**src/rtl/time_sync_ctrl.sv**
```systemverilog
// Network time-sync controller: button-started fetch with per-attempt timeout and bounded retry.
// Optional `AUTO_RESYNC_EN: also start a sync after RESYNC_CYC idle cycles.
module time_sync_ctrl #(
  parameter int unsigned TS_W        = 32,
  parameter int unsigned OUT_W       = 64,
  parameter int unsigned TIMEOUT_CYC = 50_000_000,
  parameter int unsigned MAX_RETRY   = 3,
  parameter int unsigned RESYNC_CYC  = 500_000_000,
  localparam int unsigned RW         = (MAX_RETRY > 0) ? $clog2(MAX_RETRY + 1) : 1
) (
  input  logic             clk,
  input  logic             reset_n,
  input  logic             sync_btn,
  output logic             fetch_start,
  input  logic             fetch_done,
  input  logic [TS_W-1:0]  fetch_ts,
  output logic             sync_valid,
  output logic [OUT_W-1:0] sync_time,
  output logic             sync_fail,
  output logic             busy,
  output logic [RW-1:0]    attempt
);

  localparam int unsigned TW = (TIMEOUT_CYC > 1) ? $clog2(TIMEOUT_CYC) : 1;

  if (OUT_W < TS_W) begin : gen_chk_width
    $error("OUT_W must be >= TS_W");
  end
  if (TIMEOUT_CYC < 1 || RESYNC_CYC < 1) begin : gen_chk_cycles
    $error("TIMEOUT_CYC and RESYNC_CYC must be >= 1");
  end

  typedef enum logic [2:0] {StIdle, StReq, StWait, StApply, StFail} state_e;

  state_e           state_q, state_d;
  logic             btn_prev_q;
  logic             btn_edge;
  logic             start_req;
  logic [TW-1:0]    timer_q, timer_d;
  logic [RW-1:0]    attempt_q, attempt_d;
  logic [OUT_W-1:0] sync_time_q, sync_time_d;

  assign btn_edge = sync_btn & ~btn_prev_q;

`ifdef AUTO_RESYNC_EN
  localparam int unsigned CW = (RESYNC_CYC > 1) ? $clog2(RESYNC_CYC) : 1;

  logic [CW-1:0] idle_cnt_q, idle_cnt_d;
  logic          auto_start;

  assign auto_start = (state_q == StIdle) && (idle_cnt_q == CW'(RESYNC_CYC - 1));
  assign start_req  = btn_edge | auto_start;

  // Any exit from IDLE ends in APPLY, FAIL or cancel, all of which restart the count.
  always_comb begin
    idle_cnt_d = '0;
    if (state_q == StIdle && !start_req) begin
      idle_cnt_d = idle_cnt_q + CW'(1);
    end
  end

  always_ff @(posedge clk) begin
    if (!reset_n) begin
      idle_cnt_q <= '0;
    end else begin
      idle_cnt_q <= idle_cnt_d;
    end
  end
`else
  assign start_req = btn_edge;
`endif

  always_comb begin
    state_d     = state_q;
    timer_d     = timer_q;
    attempt_d   = attempt_q;
    sync_time_d = sync_time_q;
    unique case (state_q)
      StIdle: begin
        if (start_req) begin
          state_d   = StReq;
          attempt_d = '0;
        end
      end
      StReq: begin
        timer_d = '0;
        state_d = StWait;
      end
      StWait: begin
        timer_d = timer_q + TW'(1);
        // Completion wins over both cancel and timeout in the same cycle.
        if (fetch_done) begin
          sync_time_d = OUT_W'(fetch_ts);
          state_d     = StApply;
        end else if (btn_edge) begin
          state_d = StIdle;
        end else if (timer_q == TW'(TIMEOUT_CYC - 1)) begin
          if (attempt_q < RW'(MAX_RETRY)) begin
            attempt_d = attempt_q + RW'(1);
            state_d   = StReq;
          end else begin
            state_d = StFail;
          end
        end
      end
      StApply: state_d = StIdle;
      StFail:  state_d = StIdle;
      default: state_d = StIdle;
    endcase
  end

  always_ff @(posedge clk) begin
    if (!reset_n) begin
      state_q     <= StIdle;
      btn_prev_q  <= 1'b1;  // a button held through reset must not start a sync
      timer_q     <= '0;
      attempt_q   <= '0;
      sync_time_q <= '0;
    end else begin
      state_q     <= state_d;
      btn_prev_q  <= sync_btn;
      timer_q     <= timer_d;
      attempt_q   <= attempt_d;
      sync_time_q <= sync_time_d;
    end
  end

  assign fetch_start = (state_q == StReq);
  assign sync_valid  = (state_q == StApply);
  assign sync_fail   = (state_q == StFail);
  assign busy        = (state_q != StIdle);
  assign sync_time   = sync_time_q;
  assign attempt     = attempt_q;

endmodule

```
**config.mk**
```make
export PLATFORM = sky130hd
export DESIGN_NAME = time_sync_ctrl
export DESIGN_NICKNAME = d
export VERILOG_FILES = /design/src/rtl/time_sync_ctrl.sv
export SDC_FILE = /design/constraint.sdc
export NUM_CORES = 1
export LEC_CHECK = 0
export ABC_AREA = 1
export BUFFER_PORTS_ARGS = -buffer_cell sky130_fd_sc_hd__buf_2
export CORE_AREA = 3 3 82 84
export DETAILED_ROUTE_END_ITERATION = 10
export DIE_AREA = 0 0 85 87
export HOLD_SLACK_MARGIN = 0.12
export MAX_ROUTING_LAYER = met4
export PLACE_DENSITY = 0.84
export SKIP_CTS_REPAIR_TIMING = 1
export SLEW_MARGIN = 20
export SYNTH_ARGS = -nofsm -noshare
export SYNTH_HDL_FRONTEND = slang
export SYNTH_SLANG_ARGS = --single-unit
```
**constraint.sdc**
```tcl
create_clock -name clk -period 2.8 [get_ports clk]
set_input_delay 0.42 -clock clk [delete_from_list [all_inputs] [get_ports clk]]
set_output_delay 0.42 -clock clk [all_outputs]
set_load 0.03 [all_outputs]
```
=== After elaboration in Yosys (flattened, before gate mapping) ===
Cells that the tools add are included.

* Reductions and logical operators: 7
* Add/sub/neg operators: 2
* Eq/ne operators: 11
* Magnitude comparators: 1
* Bitwise operators: 2
* Mux-type cells: 13

{| class="wikitable"
|+ Operator list
! operator !! count
|-
| $pmux W26 S2 || 1
|-
| $add A26 B1 Y26 const B || 1
|-
| $eq A26 B26 Y1 const B || 1
|-
| $mux W3 || 5
|-
| $mux W2 || 5
|-
| $ne A2 B2 Y1 const B || 5
|-
| $pmux W3 S3 || 1
|-
| $eq A3 B2 Y1 const B || 2
|-
| $reduce_and A6 Y1 || 1
|-
| $ne A4 B4 Y1 const B || 1
|-
| $pmux W2 S2 || 1
|-
| $reduce_and A2 Y1 || 2
|-
| $reduce_bool A2 Y1 || 2
|-
| $eq A3 B1 Y1 const B || 1
|-
| $eq A3 B3 Y1 const B || 1
|-
| $logic_not A3 Y1 || 1
|-
| $reduce_bool A3 Y1 || 1
|-
| $add A2 B1 Y2 const B || 1
|-
| $lt A2 B2 Y1 const B || 1
|-
| $and A1 B1 Y1 || 1
|-
| $not A1 Y1 || 1
|}

* Register bits: 64
* Input port bits: 36

=== Longest topological paths before layout ===
* Depth in word-level cells: 6
* Mapped depth: 11
* Depth with buffers taken out: 11

=== Least setup slack after synthesis ===
Ideal clock, no wire load.

* Path kind: reg-to-output
* From: register state_q[1]
* To: output sync_valid
* Data arrival time: 1261 ps
* Buffers on the path: 0
* Required time: 2380 ps
* Stages on the path, launching flop included: 3
* Slack: 1119 ps
* Cell sequence: dfxtp_1 -> inv_1 -> nor3_1

* Cells in the longest elaborated chain, start to end: 1

{| class="wikitable"
|+ Ends and longest elaborated chain
! item !! RTL line !! source
|-
| from (decl) || 35 || <nowiki>state_e state_q, state_d;</nowiki>
|-
| from (signal assigned) || 114 || <nowiki>state_q <= StIdle;</nowiki>
|-
| from (signal assigned) || 120 || <nowiki>state_q <= state_d;</nowiki>
|-
| $eq A3 B2 Y1 || 129 || <nowiki>assign sync_valid = (state_q == StApply);</nowiki>
|-
| to (decl) || 17 || <nowiki>output logic sync_valid,</nowiki>
|}

Every way passes these cells.

=== Worst setup path after layout ===
* From: register state_q[0]
* To: output fetch_start

* Cells in the longest elaborated chain, start to end: 1

{| class="wikitable"
|+ Ends and longest elaborated chain
! item !! RTL line !! source
|-
| $eq A3 B1 Y1 || 128 || <nowiki>assign fetch_start = (state_q == StReq);</nowiki>
|-
| to (decl) || 14 || <nowiki>output logic fetch_start,</nowiki>
|}

Every way passes these cells.

==> impl_results.md <==
- Status: completed
- Max Fclk: 512.4 MHz
- RSZ-0062 raised after global routing: no
- Total grt overflow: 0
- Worst hold path class: in2reg
- Top-count cell post-synth: nand2_1
- Reg clk slew, reported paths: 70 ps
- Highest metal used: met4
- Maxcap violations: 0
- Post-route ant nets: 0
- Post-synth EDFFs: 0
- Fillers: 515
- Sequential power share: 42.7%
- Relative slew slack: 46.97%
- DRC Markers: 0
- PD cells: 603.2 nW/µm²
- Post-synth top cells: 88 x nand2_1, 64 x dfxtp_1, 50 x nand3_1, 49 x a21oi_1, 41 x inv_1
- Avg Inst Size Synth: 7.218 µm²
- Deepest clock path buffer count: 2
- Gpl congestion: 0.9142
- Post-synthesis sequential area ratio: 38.67%
- CTS tree: built
- Ports: 106
- Drt first pass iters: 4
- Largest family of logic cells by synthesized area: simple AND/OR/NAND/NOR gates
- CTS root buf: clkbuf_8
- Total design power: 2.267 mW
- Met2 Wirelength: 3815 µm
- Synth warn: 0
- Layout area overhead: 13.44%
- Hold path startpoint: sync_btn
- NetSw: 686.0 µW
- Compound-Gate Fraction of Synth Area: 13.86%
- Vias/cell: 5.192
- FP Rows: 28
- Req. time, crit path: 2380 ps
- DR iter-0 viols: 193
- Pint: 1.581 mW
- Area share of and/or/nand/nor cells after synthesis: 30.17%
- Worst setup margin: 848.3 ps
- Initial antenna violation count: 0
- Chip height: 87 µm
- Crit-path max FO: 9
- First-pass GRT wire length: 12770 µm
- Startpoint Class: flop
- Critical path origin: state_q[0]
- Setup CP Type: reg2out
- Initial core utilization: 55.30%
- Async S/R FF share, synth: 0%
- Setup TNS: 0 ps
- Final WL: 7784 µm
- Clock Power Share: 39.3%
- Post-Route Utilization: 62.74%
- Yosys top cell by area: dfxtp_1
- DP Worst Slack: 1051 ps
- Antenna cells: 0
- M1 WL: 3304 µm
- Synth Instances: 459
- Synth top area share: 38.67%
- Final min period: 1952 ps
- Final nets: 562
- H-Tree Depth: 3
- Sink Count: 64
- DP Wirelength: 5538 µm
- Peak VDD IR: 0.0004910 V
- WP data arrival: 1530 ps
- WL/cell: 12.91 µm
- Tcrit/Tclk final: 69.70%
- GR Util All Layers: 22.17%
- Post-Synth XOR/XNOR Area: 0%
- Final-report max-slew violation count: 0
- Met3 wire length: 594 µm
- Multi-input gate area: 1604 µm²
- R2R Path Start: timer_q[0]
- Share of layout cells above drive strength 1: 22.54%
- Die area: 7395 µm²
- CTS buffer count: 9
- Endpoints failing setup: 0
- Top cells by area, synth: dfxtp_1 39%, nand2_1 10%, buf_4 7.7%, nand3_1 7.6%, a21oi_1 7.4%
- Multiplexer area fraction after synthesis: 0%
- Final hold slack: 257.8 ps
- Hold Vio Cnt, Final: 0
- CP Capture Type: output port
- Power share of the combinational group: 18.0%
- Net Sw Frac: 30.26%
- Number of global-route vias before repair: 2900
- Routed via count: 3131
- Synth Area in Adders: 0.7553%
- Largest net degree at the start of global routing: 46
- Port bufs: 73
- Leakage power: 1.544 nW
- Synth Flop Type: dfxtp_1
- Synthesized area: 3313 µm²
- Worst skew pair latency: 350 ps
- Clk_skew: 7.459 ps
- Worst slew pin tran: 794.3 ps
- Width of the die: 85 µm
- Core area: 5991 µm²
- Reg area: 1281 µm²
- Synth unique cells: 36
- #FFs+latches synth: 64
sequential cells by signal, summed over array words and instances, names as in the netlist:
name and count:
timer_q 26, attempt 2, sync_time 32, state_q 3, btn_prev_q 1
worst max-delay path, cell delays in order (launching register included):
cell	delay, ps
dfxtp_1	380
inv_1	110
nor3_4	400
buf_2	290
metrics by stage:
stage	area [µm²]	std cells
2_1_floorplan	3430	490
3_3_place_gp	3538	588
3_5_place_dp	3538	588
4_1_cts	3759	603
5_1_grt	3759	603
6_report	3759	603
power groups by stage:
stage | sequential [mW] | combinational (mW) | clock [mW]
after floorplan | 1.03 | 0.321 | 0
after global placement | 0.987 | 0.399 | 0
after detailed placement | 0.987 | 0.406 | 0
after CTS | 0.968 | 0.407 | 0.902
after global routing | 0.972 | 0.445 | 0.943
final | 0.968 | 0.408 | 0.891
placed cells by master (no fill, tap or decap), types with 5 or more instances in the layout:
cell,n
nand2_1,88
buf_2,73
dfxtp_1,64
nand3_1,50
a21oi_1,49
inv_1,41
conb_1,32
nor2_1,30
o21ai_0,22
clkbuf_8,11
nor3_1,10
nand4_1,9
nand2_2,6
inv_2,5
nor2_2,5
worst paths after layout:
kind | to | slack (ps) | cells after the start
setup reg to reg | timer_q[24] | 1040 | 8
hold reg to reg | sync_time[7] | 470 | 2
setup / recovery | fetch_start | 850 | 3
hold / removal | btn_prev_q | 260 | 3
cell type report:
class / count / share of cell area (%)
inverters: 47 / 4.760
multi-input cells: 327 / 42.68
well taps: 75 / 2.497
clock buffers: 12 / 4.128
repair buffers: 75 / 10.12
flip-flops and latches: 64 / 34.09
clock inverters: 3 / 1.731
layer usage:
layer	global-route usage, %	vias to the layer above
met5	-	-
met3	7.190	10
met2	35.66	122
met1	26.49	1425
li1	-	1574
met4	6.906	0
kinds of logic (layout without fill, tap and decap cells):
logic type / after synthesis / after routing
compound gates: 83 / 83
buf+inv: 99 / 137
fa+ha+maj: 2 / 2
simple gates: 210 / 210
other cells: 1 / 32
flops: 64 / 64
Power figures use the tool's default switching activity.
